**src/rtl/ssp_pkg.sv**
```systemverilog
// Shared SSP definitions: data width, receive FIFO depth, FIFO occupancy
// states and the pointer-width helper used by the receive FIFO slice.
package ssp_pkg;

  localparam int SSP_DATA_W   = 8;
  localparam int SSP_RX_DEPTH = 4;

  typedef enum logic [1:0] {
    EMPTY   = 2'd0,
    PARTIAL = 2'd1,
    FULL    = 2'd2
  } rxState_t;

  // Pointer width for a power-of-two depth; never narrower than one bit
  function automatic int ptrWidth(input int depth);
    return (depth < 2) ? 1 : $clog2(depth);
  endfunction

endpackage

```
**src/rtl/ssp_fifo_mem.sv**
```systemverilog
// Byte store for the SSP receive FIFO: DEPTH x WIDTH registers with one
// synchronous write port and one registered read port. Only the read
// register is reset; the storage array itself is not.
module ssp_fifo_mem
  import ssp_pkg::*;
#(
  parameter int DEPTH = SSP_RX_DEPTH,
  parameter int WIDTH = SSP_DATA_W
) (
  input  logic                       i_clk,
  input  logic                       i_rst_n,
  input  logic                       i_we,
  input  logic [ptrWidth(DEPTH)-1:0] i_waddr,
  input  logic [WIDTH-1:0]           i_wdata,
  input  logic                       i_re,
  input  logic [ptrWidth(DEPTH)-1:0] i_raddr,
  output logic [WIDTH-1:0]           o_rdata
);

  logic [WIDTH-1:0] r_mem [DEPTH];
  logic [WIDTH-1:0] r_rdata;

  // Storage write; contents survive reset and are simply overwritten later
  always_ff @(posedge i_clk) begin
    if (i_we) begin
      r_mem[i_waddr] <= i_wdata;
    end
  end

  // Read register holds its value between reads so the bus sees stable data
  always_ff @(posedge i_clk or negedge i_rst_n) begin
    if (!i_rst_n) begin
      r_rdata <= '0;
    end else if (i_re) begin
      r_rdata <= r_mem[i_raddr];
    end
  end

  assign o_rdata = r_rdata;

endmodule

```
**src/rtl/ssp_rx_fifo_ctrl.sv**
```systemverilog
// SSP receive FIFO controller: buffers bytes from the receive shifter and
// serves APB-style reads with one cycle of latency. Occupancy is tracked
// as EMPTY / PARTIAL / FULL with registered flags.
// Optional build macro SSP_RX_OVERRUN_EN adds a sticky rx_overrun output
// that flags bytes dropped while full.
module ssp_rx_fifo_ctrl
  import ssp_pkg::*;
#(
  parameter int DEPTH = SSP_RX_DEPTH,
  parameter int WIDTH = SSP_DATA_W
) (
  input  logic             PCLK,
  input  logic             CLEAR_B,
  input  logic             PSEL,
  input  logic             PWRITE,
  output logic [WIDTH-1:0] PRDATA,
  input  logic             write_fifo,
  input  logic [WIDTH-1:0] RxData,
  output logic             rx_fifo_full,
  output logic             SSPRXINTR,
  output logic             rx_fifo_empty
`ifdef SSP_RX_OVERRUN_EN
  ,
  output logic             rx_overrun
`endif
);

  localparam int PTR_W = ptrWidth(DEPTH);
  localparam int CNT_W = PTR_W + 1;

  logic [PTR_W-1:0] r_rptr;
  logic [PTR_W-1:0] r_wptr;
  logic [CNT_W-1:0] r_count;
  logic [CNT_W-1:0] w_countNext;
  rxState_t         r_state;
  rxState_t         w_stateNext;
  logic             r_full;
  logic             r_empty;
  logic             w_fullNext;
  logic             w_emptyNext;
  logic             w_rdAcc;
  logic             w_wrAcc;

  // A read frees a slot, so a write while full still goes in when paired with one
  assign w_rdAcc = PSEL && !PWRITE && (r_state != EMPTY);
  assign w_wrAcc = write_fifo && ((r_state != FULL) || w_rdAcc);

  // Pointers and occupancy count follow the accepted operations
  always_ff @(posedge PCLK or negedge CLEAR_B) begin
    if (!CLEAR_B) begin
      r_rptr  <= '0;
      r_wptr  <= '0;
      r_count <= '0;
    end else begin
      if (w_wrAcc) r_wptr <= r_wptr + PTR_W'(1);
      if (w_rdAcc) r_rptr <= r_rptr + PTR_W'(1);
      r_count <= w_countNext;
    end
  end

  // State register; flags are registered alongside so they match count
  always_ff @(posedge PCLK or negedge CLEAR_B) begin
    if (!CLEAR_B) begin
      r_state <= EMPTY;
      r_full  <= 1'b0;
      r_empty <= 1'b1;
    end else begin
      r_state <= w_stateNext;
      r_full  <= w_fullNext;
      r_empty <= w_emptyNext;
    end
  end

  // Next count and next occupancy state from this cycle's accepted operations
  always_comb begin
    w_countNext = r_count;
    case ({w_wrAcc, w_rdAcc})
      2'b10:   w_countNext = r_count + CNT_W'(1);
      2'b01:   w_countNext = r_count - CNT_W'(1);
      default: w_countNext = r_count;
    endcase
    w_stateNext = r_state;
    case (r_state)
      EMPTY: begin
        if (w_wrAcc) begin
          w_stateNext = (w_countNext == CNT_W'(DEPTH)) ? FULL : PARTIAL;
        end
      end
      PARTIAL: begin
        if (w_countNext == CNT_W'(DEPTH)) begin
          w_stateNext = FULL;
        end else if (w_countNext == '0) begin
          w_stateNext = EMPTY;
        end
      end
      FULL: begin
        if (w_rdAcc && !w_wrAcc) begin
          w_stateNext = PARTIAL;
        end
      end
      default: w_stateNext = EMPTY;
    endcase
  end

  // Flag values to be registered, decoded from the next state
  always_comb begin
    w_fullNext  = (w_stateNext == FULL);
    w_emptyNext = (w_stateNext == EMPTY);
  end

  assign rx_fifo_full  = r_full;
  assign SSPRXINTR     = r_full;
  assign rx_fifo_empty = r_empty;

`ifdef SSP_RX_OVERRUN_EN
  logic r_overrun;
  logic w_drop;

  assign w_drop = write_fifo && (r_state == FULL) && !w_rdAcc;

  // Sticky overrun: a drop sets it (winning over clear), an accepted read clears it
  always_ff @(posedge PCLK or negedge CLEAR_B) begin
    if (!CLEAR_B) begin
      r_overrun <= 1'b0;
    end else if (w_drop) begin
      r_overrun <= 1'b1;
    end else if (w_rdAcc) begin
      r_overrun <= 1'b0;
    end
  end

  assign rx_overrun = r_overrun;
`endif

  ssp_fifo_mem #(
    .DEPTH (DEPTH),
    .WIDTH (WIDTH)
  ) u_mem (
    .i_clk   (PCLK),
    .i_rst_n (CLEAR_B),
    .i_we    (w_wrAcc),
    .i_waddr (r_wptr),
    .i_wdata (RxData),
    .i_re    (w_rdAcc),
    .i_raddr (r_rptr),
    .o_rdata (PRDATA)
  );

endmodule

```
**config.mk**
```make
export PLATFORM = sky130hd
export DESIGN_NAME = ssp_rx_fifo_ctrl
export DESIGN_NICKNAME = d
export VERILOG_FILES = /design/src/rtl/ssp_pkg.sv /design/src/rtl/ssp_fifo_mem.sv /design/src/rtl/ssp_rx_fifo_ctrl.sv
export SDC_FILE = /design/constraint.sdc
export NUM_CORES = 1
export LEC_CHECK = 0
export ABC_AREA = 1
export CORE_MARGIN = 3
export CORE_UTILIZATION = 55
export DETAILED_ROUTE_END_ITERATION = 6
export PLACE_DENSITY = 0.8
export SLEW_MARGIN = 5
export SYNTH_ARGS = -nofsm -noshare
export SYNTH_HDL_FRONTEND = slang
export SYNTH_SLANG_ARGS = --single-unit
```
**constraint.sdc**
```tcl
create_clock -name PCLK -period 2.55 [get_ports PCLK]
set_input_delay 0.51 -clock PCLK [delete_from_list [all_inputs] [get_ports PCLK]]
set_output_delay 0.51 -clock PCLK [all_outputs]
set_load 0.02 [all_outputs]
```
==> impl_metrics.env <==
export IMPL_crit_cells=14
export IMPL_maxSlewHeadroom_pct=58.3
export IMPL_crit_type="in2reg"
export IMPL_first_pass_iters=4
export IMPL_gp_congestion=0.762
export IMPL_routed_wl_um=3900
export IMPL_grt_max_degree=20
export IMPL_reg2reg_slack_ps=160
export IMPL_peakVddDrop_uv=553
export IMPL_p_leak_nw=1.04
export IMPL_ios=24
export IMPL_crit_end="rx_fifo_empty"
export IMPL_rr_startpoint="r_state[1]"
export IMPL_htreeDepth=2
export IMPL_cts_buffers_inserted=5
export IMPL_clock_skew_ps=4.04
export IMPL_antenna_left=0
export IMPL_hold_viol_final=0
export IMPL_cp_max_fo=3
export IMPL_grt_pass1_vias=1394
export IMPL_dp_hpwl_um=2650
export IMPL_cts_hold_buf=0
export IMPL_max_stage_delay_ps=470
export IMPL_fin_area_um2=2610
export IMPL_fp_dieH_um=68.4
export IMPL_area_growth_synth_to_final_pct=21.7
export IMPL_antenna_found_initial=0
export IMPL_drc=0
export IMPL_final_common_cell="nor2_1"
export IMPL_cp_start_kind="input port"
export IMPL_clk_latency_ps=300
export IMPL_first_iter_violations=77
export IMPL_wl_per_cell_um=14.3
export IMPL_setup_viol=0
export IMPL_io_buffers=23
export IMPL_coreArea_um2=3720
export IMPL_fin_crit_sh_pct=97.9
export IMPL_reg2regPathDepth=13
export IMPL_maxCapViolCount=0
export IMPL_cts_buffer_depth=2
export IMPL_cp_end_kind="flip-flop"
export IMPL_seqPwrFrac_pct=45.0
export IMPL_syn_cell_area_um2=2140
export IMPL_post_route_min_period_ps=2500
export IMPL_synth_distinct_cells=26
export IMPL_cts_tree="done"
export IMPL_cts_sinks=51
export IMPL_tightest_slew_ps=620
export IMPL_min_path_type="in2async"
export IMPL_drv_slew=0
export IMPL_rows=22
export IMPL_cts_root_buf="clkbuf_8"
export IMPL_vias_per_cell=5.23
export IMPL_crit_path_frequent_cell="nand2_1"
export IMPL_reg2reg_to="rx_fifo_empty"
export IMPL_p_int_mw=1.84
export IMPL_avgSynthCellArea_um2=11.4
export IMPL_diodes=0
export IMPL_final_cell_mix="nor2_1 (48), edfxtp_1 (32), clkdlybuf4s50_1 (22), dfrtp_1 (17)"
export IMPL_pwr_density_cell_nw_per_um2=1130
export IMPL_instances_no_fill=273
export IMPL_power_frac_comb_pct=40.6
export IMPL_ys_warnings_count=0
export IMPL_drive_gt1_share_pct=15.1
export IMPL_crit_family="buffers and inverters"
export IMPL_p_sw_share_pct=37.4
export IMPL_yosysSeqAreaShare_pct=67.2
export IMPL_dpl_cell_area_um2=2450
export IMPL_p_sw_mw=1.10
export IMPL_grt_pass1_wl_um=6340
export IMPL_dieArea_um2=4680
export IMPL_start_util_pct=57.6
export IMPL_ys_ff_latch=51
export IMPL_fin_nets=243
export IMPL_timing_fmax_ghz=0.401
export IMPL_die_w_um=68.4
export IMPL_grt_total_usage_pct=19.3
export IMPL_p_clk_share_pct=14.4
export IMPL_syn_nets=206
export IMPL_status="completed"
export IMPL_fin_util_pct=70.1
export IMPL_slowest_stage="clkdlybuf4s50_1"
export IMPL_path_clk_slew_ps=80
export IMPL_overflow=0
export IMPL_worst_path_buf_inv=4
export IMPL_cp_arrival_ps=2730
export IMPL_cp_startpoint="PSEL"
export IMPL_cp_required_ps=2780
export IMPL_dp_cells=262
export IMPL_crit_chain="clkdlybuf4s50_1 > inv_2 > nor3_4 > buf_6 > o21ai_4 > ha_4 > inv_1 > fa_1 > o21ai_2 > nor2_2 > nand2_1 > nand2_1 > nand2_2 > a21oi_2"
export IMPL_vias=1429
export IMPL_postSynthCellCount=187
## sequential cells by signal (all words and copies together) (netlist names)
signal,count
r_state,2
rx_fifo_empty,1
r_wptr,2
u_mem.o_rdata,8
r_count,3
SSPRXINTR,1
u_mem.r_mem,32
r_rptr,2
## cells in the mapped netlist
master,number,share of area (%)
o21ai_4,1,0.76
buf_6,2,1.1
edfxtp_1,32,45
nor2_1,49,8.6
inv_2,1,0.18
o21ai_0,17,4.0
clkbuf_1,1,0.18
buf_2,1,0.23
a21oi_1,4,0.94
xor2_1,2,0.82
a31oi_1,8,2.3
nor4_1,1,0.29
clkbuf_8,1,0.64
nor2_2,2,0.58
a21boi_0,2,0.70
nor3_1,1,0.23
inv_1,17,3.0
dfrtp_1,18,21
buf_4,1,0.35
ha_1,5,2.9
dfstp_2,1,1.2
fa_1,1,0.94
nor3_4,1,0.76
nand4_1,1,0.29
nand3_1,2,0.47
nand2_1,15,2.6
## what timing repair did
action	in CTS	in global routing
buffers inserted	0	3
resized for setup	0	16
pin swaps	2	4
endpoints found under the setup margin	3	4
gates cloned	0	0
## worst min path at each step
| stage | from | end | slack, ps | depth (start not counted) |
|---|---|---|---|---|
| finish | CLEAR_B | r_count[2] | 540 | 2 |
| global route | CLEAR_B | u_mem.o_rdata[7] | 550 | 2 |
| CTS | r_count[0] | r_count[0] | 510 | 2 |
| detailed placement | r_count[0] | r_count[0] | 490 | 2 |
| global placement | r_count[0] | r_count[0] | 500 | 2 |
| floorplan | CLEAR_B | SSPRXINTR | 210 | 0 |
## per-layer routing
| layer | part of all wire [%] | vias up | GRT usage (%) |
|---|---|---|---|
| met5 | 0 | - | 0 |
| met4 | 2.0 | 0 | 7.69 |
| met3 | 6.4 | 11 | 4.93 |
| met2 | 53 | 47 | 34.7 |
| met1 | 38 | 676 | 21.6 |
| li1 | - | 695 | - |
## cells by family after synthesis
| logic type | share of synthesized area [%] |
|---|---|
| AND/OR/NAND/NOR | 13.9 |
| flip-flops | 67.2 |
| AO/OA/AOI/OAI | 8.71 |
| buffers and inverters | 5.61 |
| adder cells (fa/ha/maj) | 3.86 |
| XOR/XNOR | 0.818 |
## power groups by stage
stage,registers [mW],clock network [mW],logic (mW)
after floorplan,1.35,0,0.682
after global routing,1.35,0.487,1.34
final,1.33,0.423,1.20
after global placement,1.32,0,1.04
after detailed placement,1.33,0,1.10
after CTS,1.32,0.433,1.10
## layout make-up
type | instances | area, µm²
Sequential cell | 51 | 1440
Fill cell | 247 | 1110
Multi-Input combinational cell | 112 | 622
Timing Repair Buffer | 36 | 334
Clock buffer | 5 | 68.8
Inverter | 18 | 67.6
Tap cell | 48 | 60.1
Clock inverter | 3 | 15.0
## through the flow
stage	TNS, ps	hold WS, ps	power, mW	setup WS [ps]
after floorplan	0	214	2.03	83.0
after global placement	-619	495	2.36	-199
after detailed placement	-1340	486	2.43	-349
after CTS	0	507	2.85	22.9
after global routing	-37.2	548	3.18	-37.2
final	0	538	2.95	54.4
Note: power is estimated with default switching activity, not from simulation.
